==> src/rtl/spi_frame_pkg.sv <==
// Shared definitions for the SPI frame master and the echo slave it drives.
package spi_frame_pkg;

  localparam int   DATA_BITS   = 8;
  localparam logic START_LEVEL = 1'b0;
  localparam logic STOP_LEVEL  = 1'b1;

  typedef enum logic [3:0] {
    ST_IDLE,
    ST_SELECT,
    ST_START,
    ST_SEND,
    ST_WAIT_START,
    ST_RECV,
    ST_STOP,
    ST_DONE,
    ST_GAP
  } state_t;

endpackage

==> src/rtl/spi_frame_master_shift8.sv <==
// Loadable MSB-out shift register with serial input at the LSB; load wins over shift.
module spi_shift8
  import spi_frame_pkg::*;
(
  input  logic                 clk,
  input  logic                 rst_n,
  input  logic                 load,
  input  logic [DATA_BITS-1:0] load_data,
  input  logic                 shift_en,
  input  logic                 serial_in,
  output logic [DATA_BITS-1:0] data,
  output logic                 msb
);

  // NOTE: sequential state is always written with <= so every flop samples pre-edge values.
  always_ff @(posedge clk) begin
    if (!rst_n)        data <= '0;
    else if (load)     data <= load_data;
    else if (shift_en) data <= {data[DATA_BITS-2:0], serial_in};
  end

  assign msb = data[DATA_BITS-1];

endmodule

==> src/rtl/spi_frame_master.sv <==
// SPI frame master: sends a byte as select/start/MOSI frame, then captures the
// framed MISO reply with start-bit timeout and stop-bit error reporting.
module spi_frame_master
  import spi_frame_pkg::*;
#(
  parameter int TIMEOUT_CYCLES = 32,
  parameter int GAP_CYCLES     = 2
) (
  input  logic                 clk,
  input  logic                 rst_n,
  input  logic [DATA_BITS-1:0] tx_data,
  input  logic                 tx_valid,
  output logic                 tx_ready,
  output logic                 cs_n,
  output logic                 start_n,
  output logic                 mosi,
  input  logic                 miso,
  output logic [DATA_BITS-1:0] rx_data,
  output logic                 rx_valid,
  output logic                 rx_err_frame,
  output logic                 rx_err_timeout,
  output logic                 busy
);

  localparam int TW = $clog2(TIMEOUT_CYCLES + 1);
  localparam int GW = (GAP_CYCLES > 1) ? $clog2(GAP_CYCLES) : 1;
  localparam int BW = $clog2(DATA_BITS);

  localparam logic [TW-1:0] T_LAST = TW'(TIMEOUT_CYCLES - 1);
  localparam logic [GW-1:0] G_LAST = GW'((GAP_CYCLES > 0) ? GAP_CYCLES - 1 : 0);
  localparam logic [BW-1:0] B_LAST = BW'(DATA_BITS - 1);

  state_t               state, state_next;
  logic [BW-1:0]        bit_cnt;
  logic [TW-1:0]        tmo_cnt;
  logic [GW-1:0]        gap_cnt;
  logic                 accept, timeout_hit, tx_msb;
  logic [DATA_BITS-1:0] unused_tx_bits;
  logic                 unused_rx_msb;

  assign accept      = (state == ST_IDLE) && tx_valid;
  assign timeout_hit = (state == ST_WAIT_START) && (miso != START_LEVEL) && (tmo_cnt == T_LAST);

  spi_shift8 u_tx_shift (
    .clk       (clk),
    .rst_n     (rst_n),
    .load      (accept),
    .load_data (tx_data),
    .shift_en  (state == ST_SEND),
    .serial_in (1'b0),
    .data      (unused_tx_bits),
    .msb       (tx_msb)
  );

  // A missing reply reports 0x00, so the RX register is cleared on timeout.
  spi_shift8 u_rx_shift (
    .clk       (clk),
    .rst_n     (rst_n),
    .load      (timeout_hit),
    .load_data ('0),
    .shift_en  (state == ST_RECV),
    .serial_in (miso),
    .data      (rx_data),
    .msb       (unused_rx_msb)
  );

  // NOTE: every output of this block gets a default first, so no path can infer a latch.
  always_comb begin
    state_next = state;
    tx_ready   = 1'b0;
    busy       = 1'b1;
    cs_n       = 1'b0;
    start_n    = 1'b1;
    mosi       = 1'b0;
    rx_valid   = 1'b0;
    unique case (state)
      ST_IDLE: begin
        tx_ready = 1'b1;
        busy     = 1'b0;
        cs_n     = 1'b1;
        if (tx_valid) state_next = ST_SELECT;
      end
      ST_SELECT: state_next = ST_START;
      ST_START: begin
        start_n    = 1'b0;
        state_next = ST_SEND;
      end
      ST_SEND: begin
        mosi = tx_msb;
        if (bit_cnt == B_LAST) state_next = ST_WAIT_START;
      end
      ST_WAIT_START: begin
        if (miso == START_LEVEL)  state_next = ST_RECV;
        else if (tmo_cnt == T_LAST) state_next = ST_DONE;
      end
      ST_RECV: if (bit_cnt == B_LAST) state_next = ST_STOP;
      ST_STOP: state_next = ST_DONE;
      ST_DONE: begin
        cs_n       = 1'b1;
        rx_valid   = 1'b1;
        state_next = (GAP_CYCLES == 0) ? ST_IDLE : ST_GAP;
      end
      ST_GAP: begin
        cs_n = 1'b1;
        if (gap_cnt == G_LAST) state_next = ST_IDLE;
      end
      default: state_next = ST_IDLE;
    endcase
  end

  // The bit counter wraps to zero exactly at the end of SEND and RECV.
  always_ff @(posedge clk) begin
    if (!rst_n) begin
      state          <= ST_IDLE;
      bit_cnt        <= '0;
      tmo_cnt        <= '0;
      gap_cnt        <= '0;
      rx_err_frame   <= 1'b0;
      rx_err_timeout <= 1'b0;
    end else begin
      state <= state_next;
      if (state == ST_SEND || state == ST_RECV) bit_cnt <= bit_cnt + 1'b1;
      tmo_cnt <= (state == ST_WAIT_START) ? tmo_cnt + 1'b1 : '0;
      gap_cnt <= (state == ST_GAP) ? gap_cnt + 1'b1 : '0;
      if (accept) begin
        rx_err_frame   <= 1'b0;
        rx_err_timeout <= 1'b0;
      end else begin
        if (state == ST_STOP && miso != STOP_LEVEL) rx_err_frame <= 1'b1;
        if (timeout_hit) rx_err_timeout <= 1'b1;
      end
    end
  end

endmodule

==> config.mk <==
export PLATFORM = sky130hd
export DESIGN_NAME = spi_frame_master
export DESIGN_NICKNAME = d
export VERILOG_FILES = /design/src/rtl/spi_frame_pkg.sv /design/src/rtl/spi_frame_master_shift8.sv /design/src/rtl/spi_frame_master.sv
export SDC_FILE = /design/constraint.sdc
export NUM_CORES = 1
export LEC_CHECK = 0
export CORE_MARGIN = 1.5
export CORE_UTILIZATION = 35
export CTS_CLUSTER_SIZE = 40
export DETAILED_ROUTE_END_ITERATION = 12
export MAX_ROUTING_LAYER = met4
export PLACE_DENSITY = 0.68
export SYNTH_ARGS = -nofsm -noshare
export SYNTH_HDL_FRONTEND = slang
export SYNTH_SLANG_ARGS = --single-unit
==> constraint.sdc <==
create_clock -name clk -period 2.16 [get_ports clk]
set_clock_uncertainty 0.2 [all_clocks]
set_input_delay 0.54 -clock clk [delete_from_list [all_inputs] [get_ports clk]]
set_output_delay 0.54 -clock clk [all_outputs]
set_load 0.01 [all_outputs]
=== After elaboration in Yosys (flattened, before gate mapping) ===
Index checks and enable logic that the tools add are counted.

* Add/subtract/negate cells: 3
* Multiply operators: 0
* Divide/modulo/power cells: 0
* Magnitude comparators: 0
* Eq/ne operators: 15
* Shift operators: 0
* Multiplexer cells: 15
* Bitwise logic cells: 2
* Reduce and logical (&&, ||, !) cells: 13

{| class="wikitable"
|+ Operator list
! operator !! count
|-
| 4-bit one-hot mux with 9 select lines || 1
|-
| 4-bit two-way mux || 6
|-
| 4-bit by 3-bit == test with 1-bit output, second input constant || 4
|-
| 8-bit two-way mux || 2
|-
| 4-bit by 2-bit == test with 1-bit output, second input constant || 2
|-
| 2-bit inequality test, second input constant || 4
|-
| 6-bit by 1-bit adder with 6-bit output, second input constant || 1
|-
| 6-bit by 5-bit == test with 1-bit output, second input constant || 1
|-
| 1-bit two-way mux || 6
|-
| 5-bit AND reduction || 1
|-
| 4-bit by 1-bit == test with 1-bit output, second input constant || 1
|-
| 4-bit == test, second input constant || 1
|-
| 1-bit logical AND || 4
|-
| 4-bit logical NOT || 1
|-
| 2-bit AND reduction || 2
|-
| 2-bit OR reduction || 2
|-
| 3-bit by 1-bit adder with 3-bit output, second input constant || 1
|-
| 3-bit == test, second input constant || 1
|-
| 3-bit by 2-bit inequality test with 1-bit output, second input constant || 1
|-
| 3-bit OR reduction || 1
|-
| 1-bit NOT || 2
|-
| 2-bit nonzero test || 1
|-
| 1-bit adder, second input constant || 1
|-
| 1-bit logical OR || 1
|}

* Bits in registers: 32
* Bits in latches: 0
* RAM bits: 0
* ROM bits: 0
* Bits of input ports: 12
* Output and inout port bits: 16
* Logic and storage cells: 56
* Memories: 0

=== Logic depth before layout (Yosys ltp) ===
Gate-level depths: netlist (run 1).

* Depth after elaboration: 4
* Depth in mapped cells: 6

=== By module ===
From an unflattened synthesis (run 1), not the netlist that was laid out.

* Cell total of the unflattened synthesis: 162
* Area, all modules: 1720.4 um^2

{| class="wikitable"
|+ Modules (own cells, without submodules)
! module !! instances !! cells each !! area each (um^2)
|-
| spi_shift8 || 2 || 36 || 447.9
|-
| spi_frame_master || 1 || 90 || 824.5
|}

=== Worst setup path before layout (run 1) ===
OpenSTA, ideal clock, no wires.

* Path type: register to output
* From: reg state[0]
* To: out cs_n
* Data arrival time: 1.141 ns
* Slack: 0.279 ns
* Stages on the path, launching flop included: 5
* Buffers on the path: 1
* Path through: dfxtp_1 -> clkbuf_1 -> nor2b_1 -> nand3_1 -> o31ai_1

* Word-level cells in the longest chain between the ends: 3

{| class="wikitable"
|+ Ends and longest elaborated chain
! item !! line !! RTL
|-
| from (decl) || spi_frame_master.sv:33 || <nowiki>state_t state, state_next;</nowiki>
|-
| from (signal assigned) || spi_frame_master.sv:121 || <nowiki>state <= state_next;</nowiki>
|-
| 4-bit == test, or another cell as far along || spi_frame_master.sv:76 || <nowiki>unique case (state)</nowiki>
|-
| 3-bit OR reduction (no line) * || - ||
|-
| 1-bit two-way mux * || spi_frame_master.sv:76 ||
|-
| to (decl) || spi_frame_master.sv:14 || <nowiki>output logic cs_n,</nowiki>
|}

Mark *: on every way between the ends. The rest lies on a longest branch, timed or not.

=== Final worst setup path (run 1) ===
* From: reg state[3]
* To: out mosi

* Word-level cells in the longest chain between the ends: 2

{| class="wikitable"
|+ Ends and longest elaborated chain
! item !! line !! RTL
|-
| 4-bit by 2-bit == test with 1-bit output || spi_frame_master.sv:76 ||
|-
| 1-bit two-way mux || spi_frame_master.sv:76 ||
|-
| to (decl) || spi_frame_master.sv:16 || <nowiki>output logic mosi,</nowiki>
|}

No other way between the ends.

==> results of run 1 <==
[state kept, by name, summed over array words and instances, names as in the netlist]
register	flops
tmo_cnt	6
gap_cnt	1
state	4
u_tx_shift.data	8
rx_err_timeout	1
u_rx_shift.data	8
rx_err_frame	1
bit_cnt	3
[cell usage in the layout, fill, tap and decap left out, types with 3 or more instances in the layout]
cell type | Yosys | layout
clkbuf_8 | 0 | 5
inv_1 | 5 | 5
mux2i_1 | 8 | 8
xor2_1 | 3 | 3
nand3_1 | 9 | 9
nand2b_1 | 4 | 4
nor3_1 | 5 | 5
o211ai_1 | 3 | 3
nor2_1 | 14 | 13
a311oi_2 | 3 | 3
dfxtp_1 | 32 | 31
o211a_1 | 3 | 3
o21ai_0 | 5 | 5
buf_2 | 3 | 3
buf_4 | 2 | 19
clkdlybuf4s50_1 | 0 | 21
nand2_1 | 16 | 16
a21oi_1 | 9 | 9
ha_1 | 3 | 3
a32oi_1 | 3 | 3
or3_1 | 3 | 3
nor4_1 | 4 | 4
[per-layer routing]
metal / GRT usage, % / vias to the layer above / share of wire (%)
met4: 7.60 / 0 / 2.2
met2: 25.4 / 34 / 46
met5: - / - / 0
li1: - / 680 / -
met1: 20.2 / 626 / 47
met3: 4.38 / 8 / 5.3
[how the worst max path moves through the flow]
stage             start  endpoint  slack [ns]  cells past startpoint
2_1_floorplan  state[0]      cs_n        0.28                      4
3_3_place_gp   state[3]      mosi       -0.10                      5
3_5_place_dp   state[3]  tx_ready       -0.10                      3
4_1_cts        state[3]  tx_ready       -0.03                      3
5_1_grt        state[3]      mosi       -0.05                      5
6_report       state[3]      mosi        0.04                      5
[power groups by stage]
stage	Sequential [mW]	Combinational, mW	Clock (mW)
CTS	0.634	0.299	0.575
global route	0.637	0.325	0.599
floorplan	0.647	0.162	0
detailed placement	0.646	0.304	0
finish	0.635	0.296	0.558
global placement	0.645	0.300	0
[metrics by stage]
stage | utilization, % | std cells | cell area (um2) | TNS, ns
after floorplan | - | 166 | 1520 | 0
final | 50.4 | 259 | 2060 | 0
after global placement | 47.7 | 251 | 1950 | -0.199
after global routing | 50.4 | 259 | 2060 | -0.0554
after detailed placement | 47.7 | 251 | 1950 | -0.192
after CTS | 50.2 | 259 | 2050 | -0.0315
[kinds of logic after synthesis]
family / after synthesis
multiplexers: 8
flip-flops: 32
buffers and inverters: 18
adder cells (fa/ha/maj): 3
XOR/XNOR: 5
AND/OR/NAND/NOR: 67
AO/OA/AOI/OAI: 33
[repair_timing]
action                                  in CTS  in global routing
resized for setup                           17                  7
cloned                                       0                  0
endpoints found under the setup margin       6                  5
pin swaps                                    0                  1
[layout make-up]
| type | instances | area, um2 |
|---|---|---|
| Clock buffer | 6 | 72.6 |
| Clock inverter | 2 | 35.0 |
| Fill cell | 401 | 2030 |
| Inverter | 6 | 27.5 |
| Multi-Input combinational cell | 116 | 818 |
| Sequential cell | 32 | 642 |
| Tap cell | 50 | 62.6 |
| Timing Repair Buffer | 47 | 402 |
==> impl_metrics.yaml, run 1 <==
synthesis:
  synth_top_family_by_area: "simple AND/OR/NAND/NOR gates"
  synth_seq_cells: 32
  synth_mux_area_share_pct: 5.28
  synth_top_area_share_pct: 42.2
  synth-compound-area-share_pct: 18.1
  syn_nets: 181
  yosysUniqueCellTypes: 37
  synth_area_leaders: "dfxtp_1 42%, mux2i_1 5.3%, nand2_1 4.0%"
  yosys_warnings: 0
  ys.flop_type: "dfxtp_1"
  synth_fa_ha_area_share_pct: 2.48
  netlist_area_um2: 1520
  ys_async_sr_fraction_pct: 0
  synth-simple-area-share_pct: 23.5
  netlist_top_cells_count: "32 x dfxtp_1, 16 x nand2_1, 14 x nor2_1"
  synthCells: 166
  synth_edf_count: 0
  yosysMostFrequentCell: "dfxtp_1"
  synth-xor-area-share_pct: 2.89
  syn_avg_cell_area_um2: 9.14
  yosysTopAreaCell: "dfxtp_1"
  synth_sequential_area_ratio_pct: 42.2
pwr:
  cellLeakagePower_nw: 0.802
  total_power_mw: 1.49
  vdd_drop_max_mv: 0.543
  clkPwrFrac_pct: 37.5
  p_seq_share_pct: 42.6
  cell_internal_pwr_mw: 1.10
  switching_share_pct: 26.1
  power.switching_uw: 388
  power.density_nw_per_um2: 723
  power_frac_comb_pct: 19.9
setup_path:
  critPathSlowestCell: "dfxtp_1"
  rr_startpoint: "state[3]"
  worstRegToRegCells: 6
  crit_fanout: 4
  r2r_slack_ns: 0.23
  start_kind: "register"
  required_ns: 1.42
  worstPathArrival_ns: 1.38
  cp.buffers_inverters: 3
  reg2reg_to: "u_rx_shift.data[3]"
  path_cells: "buf_4 -> nor4bb_2 -> buf_4 -> and2_1 -> buf_2"
  slowest_delay_ns: 0.31
  critPathMostFrequentCell: "buf_4"
  cp_top_family: "buffers and inverters"
  worst-setup-path-type: "register to output port"
  worstSetupEndpointType: "output port"
sta:
  slew_viol_final: 0
  setup_slack_ns: 0.0439
  fin_crit_ns: 2.12
  min_period_over_period_pct: 98.0
  fmax_mhz: 473
  hold_ws_ns: 0.275
  slew_headroom_pct: 73.1
  finalSetupViolCount: 0
  hold_viol: 0
  tightest_slew_ns: 0.400
  rsz0062_at_grt: "yes"
floorplan:
  row_count: 23
  dieHeight_um: 68.8
  start_util_pct: 37.1
  die-area_um2: 4740
  io_pins: 28
  die_w_um: 68.8
  fp.coreArea_um2: 4090
drt:
  firstDrtPassIters: 4
  detail-route-antenna-nets: 0
  via_per_inst: 5.20
  drt_wl_total_um: 3370
  drt_iter0_markers: 120
  num_vias: 1348
  wl_per_cell_um: 13.0
  drc: 0
final_layout:
  nNetsFinal: 223
  syn2layout_area_growth_pct: 35.8
  diodes: 0
  drive_gt1_share_pct: 21.1
global_routing:
  grt_pass1_wl_um: 5580
  grt_max_degree: 16
  first_global_vias: 1250
  track_usage_pct: 16.5
  grt_overflow: 0
  antenna_found_initial: 0
placement:
  dpl.hpwl_um: 2440
  place_congestion: 0.803
  portBuffers: 27
  pre_cts_slack_ns: -0.102
min_path:
  hold_start: "tmo_cnt[0]"
  worst_hold_path_type: "register to register"
  min_to: "tmo_cnt[0]"
  hold_depth: 1
cts:
  clk_latency_ns: 0.29
  clkSlewWorstSetupHoldPaths_ns: 0.07
  clock-sinks: 32
  postCtsSetupBuffers: 0
  cts_buffers: 5
  cts_tree: "built"
  holdBufCountCts: 0
  clk_path_buf_depth: 2
  cts_root_buf: "clkbuf_8"
  htree_levels: 2
flow_run:
  max_cap_viol_count: 0
run_status:
  status: "completed"
(Power assumes the default switching activity.)
==> inputs of run 2 (changes only) <==
--- a/config.mk
+++ b/config.mk
@@ -14,3 +14,4 @@
 export SYNTH_ARGS = -nofsm -noshare
 export SYNTH_HDL_FRONTEND = slang
 export SYNTH_SLANG_ARGS = --single-unit
+export TNS_END_PERCENT = 20
==> run 2 against run 1 <==
Compared with the run above:
- flip-flop and latch count unchanged
- sequential share of layout area about the same
- maximum frequency is 0.89% higher
- routed wire length fell by 0.15%
- hold slack did not move
- critical path depth did not move
- die area did not move
- total power about the same
- first-iteration DRC count decreased by 1.7%
- largest power group unchanged
- worst setup slack better by 0.019 ns
- combinational power hardly changed
==> impl_metrics.yaml, run 2 (synthesis results as in run 1) <==
pwr:
  power.density_nw_per_um2: 723
  cell_internal_pwr_mw: 1.10
  clkPwrFrac_pct: 37.5
  total_power_mw: 1.49
  power.switching_uw: 388
  power_frac_comb_pct: 19.9
  cellLeakagePower_nw: 0.802
  switching_share_pct: 26.1
  p_seq_share_pct: 42.6
  vdd_drop_max_mv: 0.543
sta:
  tns_ns: 0
  fmax_mhz: 477
  finalSetupViolCount: 0
  hold_viol: 0
  setup_slack_ns: 0.0626
  hold_ws_ns: 0.275
  slew_headroom_pct: 73.1
  fin_crit_ns: 2.10
  min_period_over_period_pct: 97.1
  tightest_slew_ns: 0.400
  rsz0062_at_grt: "yes"
  slew_viol_final: 0
final_layout:
  nFillCells: 402
  post-route-util_pct: 50.4
  final_cell_mix: "32 x dfxtp_1, 21 x clkdlybuf4s50_1, 19 x buf_4"
  largestRegisters: "u_rx_shift.data (8), u_tx_shift.data (8), tmo_cnt (6)"
  finalInstanceArea_um2: 2060
  mostFrequentLayoutCell: "dfxtp_1"
  nNetsFinal: 223
  finalNonFillerCells: 259
  diodes: 0
  drive_gt1_share_pct: 20.6
  syn2layout_area_growth_pct: 35.7
floorplan:
  io_pins: 28
  die-area_um2: 4740
  die_w_um: 68.8
  row_count: 23
  dieHeight_um: 68.8
  fp.coreArea_um2: 4090
  start_util_pct: 37.1
setup_path:
  required_ns: 1.42
  worst-setup-path-type: "register to output port"
  worstPathArrival_ns: 1.36
  worstSetupEndpointType: "output port"
  start_kind: "register"
  crit_fanout: 4
drt:
  num_vias: 1348
  wl_per_cell_um: 13.0
  firstDrtPassIters: 4
  detail-route-antenna-nets: 0
  via_per_inst: 5.20
  drt_iter0_markers: 118
  drc: 0
  drt_wl_total_um: 3370
placement:
  place_congestion: 0.803
  dpl.hpwl_um: 2440
  dpl.cell_count: 251
  portBuffers: 27
  pre_cts_slack_ns: -0.102
  dpl-instance-area_um2: 1950
cts:
  cts_buffers: 5
  htree_levels: 2
  clk_path_buf_depth: 2
  clkSlewWorstSetupHoldPaths_ns: 0.07
  holdBufCountCts: 0
  postCtsSetupBuffers: 0
  cts_tree: "built"
  clk_latency_ns: 0.29
  clock-sinks: 32
  cts_root_buf: "clkbuf_8"
global_routing:
  grt_pass1_wl_um: 5580
  grt_max_degree: 16
  grt_overflow: 0
  antenna_found_initial: 0
  track_usage_pct: 16.5
  first_global_vias: 1250
min_path:
  worst_hold_path_type: "register to register"
flow_run:
  max_cap_viol_count: 0
run_status:
  status: "completed"
-- run 2: repair_timing --
item                       in CTS  in global routing
gates resized for setup        15                  7
pin swaps                       1                  0
setup endpoints to repair       6                  6
-- run 2: cell type report --
class                   count  area [um2]  share of cell area [%]
multi-input cells         116         818                    39.8
flip-flops and latches     32         641                    31.1
repair buffers             47         402                    19.5
clock buffers               6        72.6                    3.53
well taps                  50        62.6                    3.04
clock inverters             2        35.0                    1.70
inverters                   6        27.5                    1.34
-- run 2: power by group through the flow --
stage	combinational, mW	sequential (mW)	clock [mW]
2_1_floorplan	0.162	0.647	0
3_3_place_gp	0.300	0.645	0
3_5_place_dp	0.304	0.646	0
4_1_cts	0.302	0.634	0.575
5_1_grt	0.325	0.636	0.599
6_report	0.296	0.634	0.558
-- run 2: critical path, cell delays in order, from the launching register on --
cell,delay [ns]
dfxtp_1,0.31
buf_4,0.14
nor4bb_2,0.24
buf_4,0.15
and2_1,0.11
buf_2,0.12
-- run 2: worst paths after layout --
path	from	to	slack, ns	depth (start not counted)
worst max-delay path	state[3]	mosi	0.06	5
worst min-delay path	tmo_cnt[0]	tmo_cnt[0]	0.27	1
worst max register to register	state[3]	u_rx_shift.data[3]	0.23	6
worst min register to register	tmo_cnt[0]	tmo_cnt[0]	0.27	1
-- run 2: metal layers --
metal  routed length (um)  part of all wire (%)  vias up  track usage [%]
met2                 1540                    46       36             25.4
met3                  185                   5.5        8             4.38
met1                 1570                    47      624             20.2
met5                    0                     0        -                -
met4                   73                   2.2        0             7.60
li1                     -                     -      680                -
==> inputs of run 3 (changes only) <==
--- a/config.mk
+++ b/config.mk
@@ -7,6 +7,7 @@
 export LEC_CHECK = 0
 export CORE_MARGIN = 1.5
 export CORE_UTILIZATION = 35
+export CTS_BUF_LIST = sky130_fd_sc_hd__clkbuf_8 sky130_fd_sc_hd__clkbuf_16
 export CTS_CLUSTER_SIZE = 40
 export DETAILED_ROUTE_END_ITERATION = 12
 export MAX_ROUTING_LAYER = met4
==> run 3 against run 2 <==
Compared with the run above:
- sequential power barely moved
- global-route usage unchanged
- cell count unchanged
- hold slack barely moved
- final area stayed put
- first-iteration DRC count shrank 6.8%
- routed wire length grew 0.18%
- worst setup slack is essentially flat
- flip-flop and latch count unchanged
- critical path type unchanged
- critical endpoint unchanged
- largest cell class unchanged
- highest routed layer unchanged
==> impl_metrics.yaml, run 3 (synthesis results as in run 1) <==
final_layout:
  largestRegisters: "u_rx_shift.data (8), u_tx_shift.data (8), tmo_cnt (6)"
  final_cell_mix: "32 x dfxtp_1, 21 x clkdlybuf4s50_1, 19 x buf_4"
  drive_gt1_share_pct: 20.6
  diodes: 0
  mostFrequentLayoutCell: "dfxtp_1"
  finalNonFillerCells: 259
  nFillCells: 402
  nNetsFinal: 223
  syn2layout_area_growth_pct: 35.7
setup_path:
  reg2reg_to: "u_rx_shift.data[3]"
  critPathMostFrequentCell: "buf_4"
  worst-setup-path-type: "register to output port"
  worstSetupEndpointType: "output port"
  rr_startpoint: "state[3]"
  worstPathArrival_ns: 1.36
  cp.buffers_inverters: 3
  slowest_delay_ns: 0.31
  critPathSlowestCell: "dfxtp_1"
  cp_top_family: "buffers and inverters"
  crit_fanout: 4
  r2r_slack_ns: 0.23
  path_cells: "buf_4 -> nor4bb_2 -> buf_4 -> and2_1 -> buf_2"
  worstRegToRegCells: 6
  required_ns: 1.42
  start_kind: "register"
sta:
  setup_slack_ns: 0.0626
  slew_viol_final: 0
  hold_ws_ns: 0.275
  rsz0062_at_grt: "yes"
  fmax_mhz: 477
  finalSetupViolCount: 0
  tightest_slew_ns: 0.400
  fin_crit_ns: 2.10
  hold_viol: 0
  tns_ns: 0
  slew_headroom_pct: 73.1
  min_period_over_period_pct: 97.1
cts:
  clkSlewWorstSetupHoldPaths_ns: 0.07
  cts_tree: "built"
  htree_levels: 2
  cts_buffers: 5
  clock-sinks: 32
  clk_path_buf_depth: 2
  holdBufCountCts: 0
  cts_root_buf: "clkbuf_8"
  clk_latency_ns: 0.29
global_routing:
  grt_pass1_wl_um: 5580
  track_usage_pct: 16.5
  antenna_found_initial: 0
  first_global_vias: 1250
  grt_overflow: 0
  grt_max_degree: 16
placement:
  pre_cts_slack_ns: -0.102
  place_congestion: 0.803
  dpl.cell_count: 251
  portBuffers: 27
  dpl.hpwl_um: 2440
drt:
  detail-route-antenna-nets: 0
  drt_iter0_markers: 110
  firstDrtPassIters: 4
  via_per_inst: 5.20
  drt_wl_total_um: 3370
  num_vias: 1348
  drc: 0
  wl_per_cell_um: 13.0
floorplan:
  start_util_pct: 37.1
  io_pins: 28
  die_w_um: 68.8
  fp.coreArea_um2: 4090
  row_count: 23
  dieHeight_um: 68.8
  die-area_um2: 4740
pwr:
  cellLeakagePower_nw: 0.806
  cell_internal_pwr_mw: 1.10
  power.switching_uw: 389
  vdd_drop_max_mv: 0.543
  p_seq_share_pct: 42.7
  clkPwrFrac_pct: 37.3
  power_frac_comb_pct: 20.0
  power.density_nw_per_um2: 721
  switching_share_pct: 26.2
flow_run:
  max_cap_viol_count: 0
min_path:
  hold_depth: 1
  hold_start: "tmo_cnt[0]"
  worst_hold_path_type: "register to register"
  min_to: "tmo_cnt[0]"
run_status:
  status: "completed"
run 3: changes by cell type in the layout (fill, tap and decap cells not counted):
cell / delta
inv_1: +1
clkbuf_1: -1
run 3: layout make-up:
type                    count  area (um2)  area share (%)
multi-input cells         116         818            39.8
flip-flops and latches     32         641            31.1
repair buffers             47         402            19.5
clock buffers               5        68.8            3.34
well taps                  50        62.6            3.04
clock inverters             3        38.8            1.88
inverters                   6        27.5            1.34
run 3: metrics by stage:
step                area [um2]  util [%]  total power, mW
floorplan                 1520         -            0.809
global placement          1950      47.7            0.945
detailed placement        1950      47.7            0.950
CTS                       2060      50.3             1.51
global route              2060      50.4             1.55
finish                    2060      50.4             1.48
run 3: per-layer routing:
layer  up-vias  wire (um)  global-route usage [%]  part of all wire [%]
li1        680          -                       -                     -
met1       626       1580                    20.2                    47
met2        34       1540                    25.4                    46
met3         8        180                    4.38                   5.3
met4         0         73                    7.60                   2.2
met5         -          0                       -                     0
run 3: what timing repair did:
item	4_1_cts	5_1_grt
resized for setup	15	7
buffers inserted	0	0
cloned	0	0
setup endpoints to repair	6	6
pin swaps	1	0
run 3: power groups by stage:
stage	Combinational, mW	Sequential, mW	Clock, mW
final	0.296	0.634	0.554
after global routing	0.325	0.636	0.594
after floorplan	0.162	0.647	0
after detailed placement	0.304	0.646	0
after global placement	0.300	0.645	0
after CTS	0.302	0.634	0.571
run 3: worst max-delay path by stage:
stage,from,end,slack [ns],depth (start not counted)
floorplan,state[0],cs_n,0.28,4
global placement,state[3],mosi,-0.10,5
detailed placement,state[3],tx_ready,-0.10,3
CTS,state[3],tx_ready,-0.03,3
global route,state[3],mosi,-0.04,5
finish,state[3],mosi,0.06,5
